File: src/rtl/conv_pkg.sv
// Shared definitions for the 3x3 convolution filter: FSM states,
// tap count and accumulator width helper.
package conv_pkg;

    typedef enum logic [2:0] {
        S_IDLE,
        S_LOAD,
        S_READY,
        S_STREAM,
        S_FLUSH
    } state_t;

    localparam int NUM_TAPS = 9;

    // Headroom for nine signed products of pixel x coefficient.
    function automatic int acc_width(input int data_w, input int coeff_w);
        return data_w + coeff_w + 5;
    endfunction

endpackage

File: src/rtl/conv_filter_param_module_if.sv
// Bus bundle of the convolution filter: coefficient/pixel write
// strobes and data in, filtered pixel, valid pulse and status out.
// master = producer/consumer side, slave = filter side.
interface conv_filter_param_module_if #(
    parameter int DATA_W  = 8,
    parameter int COEFF_W = 8
);
    logic                      coeff_load;
    logic signed [COEFF_W-1:0] coeff_in;
    logic                      data_load;
    logic [DATA_W-1:0]         data_i;
    logic                      border_mode;
    logic [DATA_W-1:0]         data_o;
    logic                      data_write;
    logic                      coeff_ready;
    logic                      busy;

    modport master (
        output coeff_load, coeff_in, data_load, data_i, border_mode,
        input  data_o, data_write, coeff_ready, busy
    );

    modport slave (
        input  coeff_load, coeff_in, data_load, data_i, border_mode,
        output data_o, data_write, coeff_ready, busy
    );
endinterface

File: src/rtl/conv_line_buffer_module.sv
// One-line delay: circular buffer of IMG_W words advanced per beat.
// Ports: clk, rst (sync, active-high), en (beat), din, dout (din of IMG_W beats ago).
module conv_line_buffer_module #(
    parameter int DATA_W = 8,
    parameter int IMG_W  = 64
) (
    input  logic              clk,
    input  logic              rst,
    input  logic              en,
    input  logic [DATA_W-1:0] din,
    output logic [DATA_W-1:0] dout
);
    localparam int PTR_W = $clog2(IMG_W);

    logic [DATA_W-1:0] mem [IMG_W];
    logic [PTR_W-1:0]  ptr;

    // Read-before-write at the same slot gives exactly IMG_W beats of delay.
    assign dout = mem[ptr];

    always_ff @(posedge clk) begin
        if (rst) begin
            ptr <= '0;
            for (int i = 0; i < IMG_W; i++) begin
                mem[i] <= '0;
            end
        end else if (en) begin
            mem[ptr] <= din;
            ptr      <= (ptr == PTR_W'(IMG_W - 1)) ? '0 : ptr + 1'b1;
        end
    end
endmodule

File: src/rtl/conv_filter_param_module.sv
// 3x3 streaming convolution with programmable signed kernel, border handling,
// 3-stage datapath (products, adder tree, shift/saturate).
// Ports: clk, rst (sync, active-high), bus (slave side of the filter bundle).
module conv_filter_param_module
    import conv_pkg::*;
#(
    parameter int DATA_W  = 8,
    parameter int COEFF_W = 8,
    parameter int IMG_W   = 64,
    parameter int IMG_H   = 64,
    parameter int SHIFT   = 0
) (
    input logic clk,
    input logic rst,
    conv_filter_param_module_if.slave bus
);
    localparam int ACC_W  = acc_width(DATA_W, COEFF_W);
    localparam int PIX_W  = DATA_W + 1;
    localparam int PROD_W = DATA_W + 1 + COEFF_W;
    localparam int COL_W  = $clog2(IMG_W);
    localparam int ROW_W  = $clog2(IMG_H);
    localparam int FL_W   = $clog2(IMG_W + 1);
    localparam int NPIX   = IMG_W * IMG_H;
    localparam int BEAT_W = $clog2(NPIX + IMG_W + 2);
    localparam int IDX_W  = 4;

    state_t state, state_nxt;

    logic [IDX_W-1:0]          idx;
    logic signed [COEFF_W-1:0] coeff [NUM_TAPS];
    logic [COL_W-1:0]          col, c_col;
    logic [ROW_W-1:0]          row, c_row;
    logic [FL_W-1:0]           flush_cnt;
    logic [BEAT_W-1:0]         beat_cnt;

    logic coeff_wr, pix_acc, flush_beat, beat;
    logic last_pix, flush_done, launch, border_c;
    logic busy_s, ready_s;

    assign coeff_wr   = bus.coeff_load
                      && (state inside {S_IDLE, S_LOAD, S_READY});
    assign pix_acc    = bus.data_load && !coeff_wr
                      && (state inside {S_READY, S_STREAM});
    assign flush_beat = (state == S_FLUSH);
    assign beat       = pix_acc || flush_beat;
    assign last_pix   = pix_acc && (row == ROW_W'(IMG_H - 1))
                      && (col == COL_W'(IMG_W - 1));
    assign flush_done = flush_beat && (flush_cnt == FL_W'(IMG_W));
    // The window centre trails the newest pixel by one line plus one.
    assign launch     = beat && (beat_cnt >= BEAT_W'(IMG_W + 1));
    assign border_c   = (c_row == '0) || (c_row == ROW_W'(IMG_H - 1))
                      || (c_col == '0) || (c_col == COL_W'(IMG_W - 1));

    // ---------------- FSM ----------------
    always_ff @(posedge clk) begin
        if (rst) state <= S_IDLE;
        else     state <= state_nxt;
    end

    always_comb begin
        state_nxt = state;
        unique case (state)
            S_IDLE, S_LOAD, S_READY: begin
                if (coeff_wr) begin
                    state_nxt = (idx == IDX_W'(NUM_TAPS - 1)) ? S_READY : S_LOAD;
                end else if (pix_acc) begin
                    state_nxt = S_STREAM;
                end
            end
            S_STREAM: if (last_pix)   state_nxt = S_FLUSH;
            S_FLUSH:  if (flush_done) state_nxt = S_READY;
            default:  state_nxt = S_IDLE;
        endcase
    end

    always_comb begin
        busy_s  = (state == S_FLUSH);
        ready_s = state inside {S_READY, S_STREAM, S_FLUSH};
    end

    assign bus.busy        = busy_s;
    assign bus.coeff_ready = ready_s;

    // ---------------- counters and coefficients ----------------
    always_ff @(posedge clk) begin
        if (rst) begin
            idx       <= '0;
            col       <= '0;
            row       <= '0;
            c_col     <= '0;
            c_row     <= '0;
            flush_cnt <= '0;
            beat_cnt  <= '0;
            for (int i = 0; i < NUM_TAPS; i++) coeff[i] <= '0;
        end else begin
            if (coeff_wr) begin
                coeff[idx] <= bus.coeff_in;
                idx <= (idx == IDX_W'(NUM_TAPS - 1)) ? '0 : idx + 1'b1;
            end
            if (beat) beat_cnt <= beat_cnt + 1'b1;
            if (pix_acc) begin
                if (col == COL_W'(IMG_W - 1)) begin
                    col <= '0;
                    row <= (row == ROW_W'(IMG_H - 1)) ? '0 : row + 1'b1;
                end else begin
                    col <= col + 1'b1;
                end
            end
            if (flush_beat) flush_cnt <= flush_cnt + 1'b1;
            if (launch) begin
                if (c_col == COL_W'(IMG_W - 1)) begin
                    c_col <= '0;
                    c_row <= (c_row == ROW_W'(IMG_H - 1)) ? '0 : c_row + 1'b1;
                end else begin
                    c_col <= c_col + 1'b1;
                end
            end
            if (flush_done) begin
                col       <= '0;
                row       <= '0;
                c_col     <= '0;
                c_row     <= '0;
                flush_cnt <= '0;
                beat_cnt  <= '0;
            end
        end
    end

    // ---------------- window ----------------
    // Each word carries the pixel plus the border_mode bit sampled with it.
    logic [PIX_W-1:0] pix_in, lb1_q, lb2_q;
    logic [PIX_W-1:0] win     [3][3];
    logic [PIX_W-1:0] win_nxt [3][3];

    assign pix_in = flush_beat ? '0 : {bus.border_mode, bus.data_i};

    conv_line_buffer_module #(.DATA_W(PIX_W), .IMG_W(IMG_W)) u_lb1 (
        .clk(clk), .rst(rst), .en(beat), .din(pix_in), .dout(lb1_q)
    );

    conv_line_buffer_module #(.DATA_W(PIX_W), .IMG_W(IMG_W)) u_lb2 (
        .clk(clk), .rst(rst), .en(beat), .din(lb1_q), .dout(lb2_q)
    );

    // Row 0 = oldest line (top), column 0 = oldest pixel (left).
    always_comb begin
        for (int r = 0; r < 3; r++) begin
            for (int c = 0; c < 2; c++) begin
                win_nxt[r][c] = win[r][c+1];
            end
        end
        win_nxt[0][2] = lb2_q;
        win_nxt[1][2] = lb1_q;
        win_nxt[2][2] = pix_in;
    end

    always_ff @(posedge clk) begin
        if (rst) begin
            for (int r = 0; r < 3; r++)
                for (int c = 0; c < 3; c++) win[r][c] <= '0;
        end else if (beat) begin
            for (int r = 0; r < 3; r++)
                for (int c = 0; c < 3; c++) win[r][c] <= win_nxt[r][c];
        end
    end

    // ---------------- stage 1: products ----------------
    logic signed [PROD_W-1:0] prod [NUM_TAPS];
    logic                     s1_vld, s1_border;
    logic [DATA_W-1:0]        s1_bval;

    always_ff @(posedge clk) begin
        if (rst) begin
            s1_vld    <= 1'b0;
            s1_border <= 1'b0;
            s1_bval   <= '0;
            for (int i = 0; i < NUM_TAPS; i++) prod[i] <= '0;
        end else begin
            s1_vld <= launch;
            if (launch) begin
                s1_border <= border_c;
                s1_bval   <= win_nxt[1][1][DATA_W] ? '0
                                                   : win_nxt[1][1][DATA_W-1:0];
                for (int r = 0; r < 3; r++) begin
                    for (int c = 0; c < 3; c++) begin
                        prod[r*3+c] <=
                            PROD_W'($signed({1'b0, win_nxt[r][c][DATA_W-1:0]}))
                          * PROD_W'(coeff[r*3+c]);
                    end
                end
            end
        end
    end

    // ---------------- stage 2: adder tree ----------------
    logic signed [ACC_W-1:0] acc, s2_sum;
    logic                    s2_vld, s2_border;
    logic [DATA_W-1:0]       s2_bval;

    always_comb begin
        acc = '0;
        for (int i = 0; i < NUM_TAPS; i++) acc = acc + ACC_W'(prod[i]);
    end

    always_ff @(posedge clk) begin
        if (rst) begin
            s2_vld    <= 1'b0;
            s2_border <= 1'b0;
            s2_bval   <= '0;
            s2_sum    <= '0;
        end else begin
            s2_vld <= s1_vld;
            if (s1_vld) begin
                s2_border <= s1_border;
                s2_bval   <= s1_bval;
                s2_sum    <= acc;
            end
        end
    end

    // ---------------- stage 3: shift / saturate ----------------
    logic signed [ACC_W-1:0] shifted;
    logic [DATA_W-1:0]       sat, dout_q;
    logic                    dwr_q;

    always_comb begin
        shifted = s2_sum >>> SHIFT;
        if (shifted[ACC_W-1])                  sat = '0;
        else if (|shifted[ACC_W-2:DATA_W])     sat = '1;
        else                                   sat = shifted[DATA_W-1:0];
    end

    always_ff @(posedge clk) begin
        if (rst) begin
            dwr_q  <= 1'b0;
            dout_q <= '0;
        end else begin
            dwr_q <= s2_vld;
            if (s2_vld) dout_q <= s2_border ? s2_bval : sat;
        end
    end

    assign bus.data_o     = dout_q;
    assign bus.data_write = dwr_q;

endmodule

File: src/flat_wrapper.sv
// flat-port wrapper written by rule: the top's interface ports become plain ports
module conv_filter_param_module_flat import conv_pkg::*;
#(
    parameter int DATA_W  = 8,
    parameter int COEFF_W = 8,
    parameter int IMG_W   = 64,
    parameter int IMG_H   = 64,
    parameter int SHIFT   = 0
)
  (clk, rst, bus_coeff_load, bus_coeff_in, bus_data_load, bus_data_i, bus_border_mode, bus_data_o, bus_data_write, bus_coeff_ready, bus_busy);
  conv_filter_param_module_if #(.DATA_W(DATA_W), .COEFF_W(COEFF_W)) bus_i ();
  input logic clk;
  input logic rst;
  input wire logic [$bits(bus_i.coeff_load)-1:0] bus_coeff_load;
  input wire logic [$bits(bus_i.coeff_in)-1:0] bus_coeff_in;
  input wire logic [$bits(bus_i.data_load)-1:0] bus_data_load;
  input wire logic [$bits(bus_i.data_i)-1:0] bus_data_i;
  input wire logic [$bits(bus_i.border_mode)-1:0] bus_border_mode;
  output wire logic [$bits(bus_i.data_o)-1:0] bus_data_o;
  output wire logic [$bits(bus_i.data_write)-1:0] bus_data_write;
  output wire logic [$bits(bus_i.coeff_ready)-1:0] bus_coeff_ready;
  output wire logic [$bits(bus_i.busy)-1:0] bus_busy;
  assign bus_i.coeff_load = bus_coeff_load;
  assign bus_i.coeff_in = bus_coeff_in;
  assign bus_i.data_load = bus_data_load;
  assign bus_i.data_i = bus_data_i;
  assign bus_i.border_mode = bus_border_mode;
  assign bus_data_o = bus_i.data_o;
  assign bus_data_write = bus_i.data_write;
  assign bus_coeff_ready = bus_i.coeff_ready;
  assign bus_busy = bus_i.busy;
  conv_filter_param_module #(.DATA_W(DATA_W), .COEFF_W(COEFF_W), .IMG_W(IMG_W), .IMG_H(IMG_H), .SHIFT(SHIFT)) u_core (.clk(clk), .rst(rst), .bus(bus_i));
endmodule
File: config.mk
export PLATFORM = sky130hd
export DESIGN_NAME = conv_filter_param_module_flat
export DESIGN_NICKNAME = d
export VERILOG_FILES = /design/src/rtl/conv_pkg.sv /design/src/rtl/conv_filter_param_module_if.sv /design/src/rtl/conv_line_buffer_module.sv /design/src/rtl/conv_filter_param_module.sv /design/src/flat_wrapper.sv
export SDC_FILE = /design/constraint.sdc
export NUM_CORES = 2
export LEC_CHECK = 0
export ABC_AREA = 1
export CAP_MARGIN = 10
export CORE_MARGIN = 4
export CORE_UTILIZATION = 45
export DETAILED_ROUTE_END_ITERATION = 7
export GPL_TIMING_DRIVEN = 0
export PLACE_DENSITY = 0.66
export SLEW_MARGIN = 15
export SYNTH_ARGS = -nofsm -noshare
export SYNTH_HDL_FRONTEND = slang
export SYNTH_HIERARCHICAL = 1
export SYNTH_SLANG_ARGS = --single-unit
File: constraint.sdc
create_clock -name clk -period 6.2 [get_ports clk]
set_input_delay 1.55 -clock clk [delete_from_list [all_inputs] [get_ports clk]]
set_output_delay 1.55 -clock clk [all_outputs]
set_load 0.005 [all_outputs]
==> run metrics <==
port bufs=31; Final ANT Viol Nets=0; I/O pin count=32; Hold Crit Depth=2; GRT overflow=0; htree depth=4; max incr delay on CP=0.61 ns; worst path arrival time=6.54 ns; final net count=10980; period utilization=0.9649; Starting Density=0.4527; LEAKAGE=0.04469 µW; Area Growth Syn to Fin=11.02%; sw frac=0.3245; Max Fclk=167.2 MHz; most common cell after layout, fill and taps aside=nand2_1; 1st-iter DRT viols=8595; CTS buffer count=162; Core Area=197200 µm²; clock tree from TritonCTS=done; run status=finished clean; Post-Syn Instances=9889; Setup crit end kind=flip-flop; Clock Power Share=0.347; net switching power=9144 µW; Sink Count=1487; R2R setup slack=0.22 ns; CP Launch Type=flip-flop; Post-Syn Area=89270 µm²; pre-CTS setup slack=-0.9928 ns; worst setup slack after layout=0.2176 ns; crit-path max FO=10; Hold Path End=u_core/beat_cnt[10]$_SDFFE_PP0P_; HPWL after DPL=206.3 mm; CTS clk-pin slew, worst paths=0.06 ns; largest net degree at the start of global routing=59; Crit path top cell by count=nand2_1; first-pass GRT wire length=416.7 mm; Pwr per Cell Area=284.3 nW/µm²; clock skew=0.08940 ns; critical path's slowest cell=dfxtp_2; sequential share of power=0.405; root buf cell=clkbuf_16; critical hold path startpoint=u_core/beat_cnt[10]$_SDFFE_PP0P_; DR vias=70360; share of layout cells above drive strength 1=0.07023; measured slew at the worst slew-check pin=1.371 ns; Setup-failing EPs final=0; DRT Wirelength=279.6 mm; GP Congestion=0.9938; leading cell types in the layout, fill and taps excluded=nand2_1 (2459), nor2_1 (1586), edfxtp_1 (1362); Logic pwr share=0.248; DIE WIDTH=453.4 µm; site row count=163; FF+latch area=43400 µm²; Die Height=453.4 µm; clock latency on the worst-skew pair=0.86 ns; Fin. Hold Viols=0; GRT Total Usage=0.2692; syn nets=10790; r2r worst-path depth=26; worst hold slack=0.4677 ns; max cap viols=0; Syn. warnings=6; VDD IR-drop max=0.2193 mV; vias in the first global route=68170; Clock Path Buffers=3; fill count=18220; drc violations=0; worst hold path class=reg2reg; WS Path Type=reg2reg; Avg Inst Size Synth=9.028 µm²; routed length per instance=21.73 µm; area of the multi-input gates=39170 µm²; max-slew violations=0; CP required=6.76 ns; internal power=19040 µW; full die area=205600 µm²; Via density=5.468; Worst R2R End=u_core/prod[0][99]$_SDFFCE_PN0P_; initial antenna violation count=9; slew margin rel.=0.08586; fin crit period=5.982 ns; DRT Pass-1 Iters=7
registers in the layout (all words and copies together), names as in the netlist, 7 cells and up, named ones only:
name	cells
u_core/u_lb1/mem	576
u_core/u_lb2/mem	512
u_core/prod	153
u_core/coeff	72
u_core/win	49
u_core/s2_sum	21
u_core/beat_cnt	13
u_core/bus.data_o	8
u_core/s1_bval	8
u_core/s2_bval	8
u_core/flush_cnt	7
power groups by stage:
| stage | combinational [µW] | clock, µW | sequential, µW |
|---|---|---|---|
| after floorplan | 4780 | 0 | 11600 |
| after global placement | 6700 | 0 | 11600 |
| after detailed placement | 6790 | 0 | 11600 |
| after CTS | 6850 | 9900 | 11400 |
| after global routing | 7880 | 10300 | 11400 |
| final | 6990 | 9770 | 11400 |
through the flow:
step	instance area [µm²]	TNS [ns]	utilization	std cells	total power, µW
final	99120	0	0.5026	12870	28180
after global routing	99110	-0.01498	0.5026	12870	29640
after CTS	98740	0	0.5007	12870	28170
after detailed placement	93140	-13.49	0.4723	12580	18410
after global placement	92890	-844.21	0.4710	12560	18320
after floorplan	89270	0	-	9889	16350
metal layers:
metal	GRT usage	part of all wire
met2	0.4156	0.44
met1	0.3658	0.40
met4	0.1250	0.052
met5	0	0.000072
met3	0.05579	0.11
what timing repair did:
action                                  4_1_cts  5_1_grt
endpoints found under the setup margin       22       15
buffers inserted                              0        3
resized for setup                           130      218
hold buffers                                  0        0
pin swaps                                     0        2
critical path, delay by kind of cell (launching register included):
kind,cells,cell delay [ns]
AO/OA/AOI/OAI,1,0.16
adder cells (fa/ha/maj),5,2.23
buffers and inverters,4,0.82
flip-flops,1,0.61
AND/OR/NAND/NOR,16,1.82
area by class of cell:
type | instances | share of cell area
Antenna cell | 2 | 0.00005049
Tap cell | 2640 | 0.03333
Multi-Input combinational cell | 6623 | 0.3952
Sequential cell | 1487 | 0.4379
Timing Repair Buffer | 50 | 0.005605
Clock inverter | 99 | 0.01113
Clock buffer | 205 | 0.04346
Inverter | 1252 | 0.04762
Buffer | 508 | 0.02566
how the worst max path moves through the flow:
stage	slack [ns]	endpoint	depth (start not counted)	from
finish	0.22	u_core/prod[0][99]$_SDFFCE_PN0P_	26	flip-flop
global route	-0.009	u_core/prod[0][99]$_SDFFCE_PN0P_	28	flip-flop
global placement	-4.88	u_core/prod[1][6]$_SDFFCE_PN0P_	5	rst
detailed placement	-0.99	u_core/prod[0][47]$_SDFFCE_PN0P_	29	flip-flop
CTS	0.01	u_core/prod[0][98]$_SDFFCE_PN0P_	28	flip-flop
floorplan	0.21	u_core/prod[0][0]$_SDFFCE_PN0P_	6	bus_data_load
(Power assumes the default switching activity.)
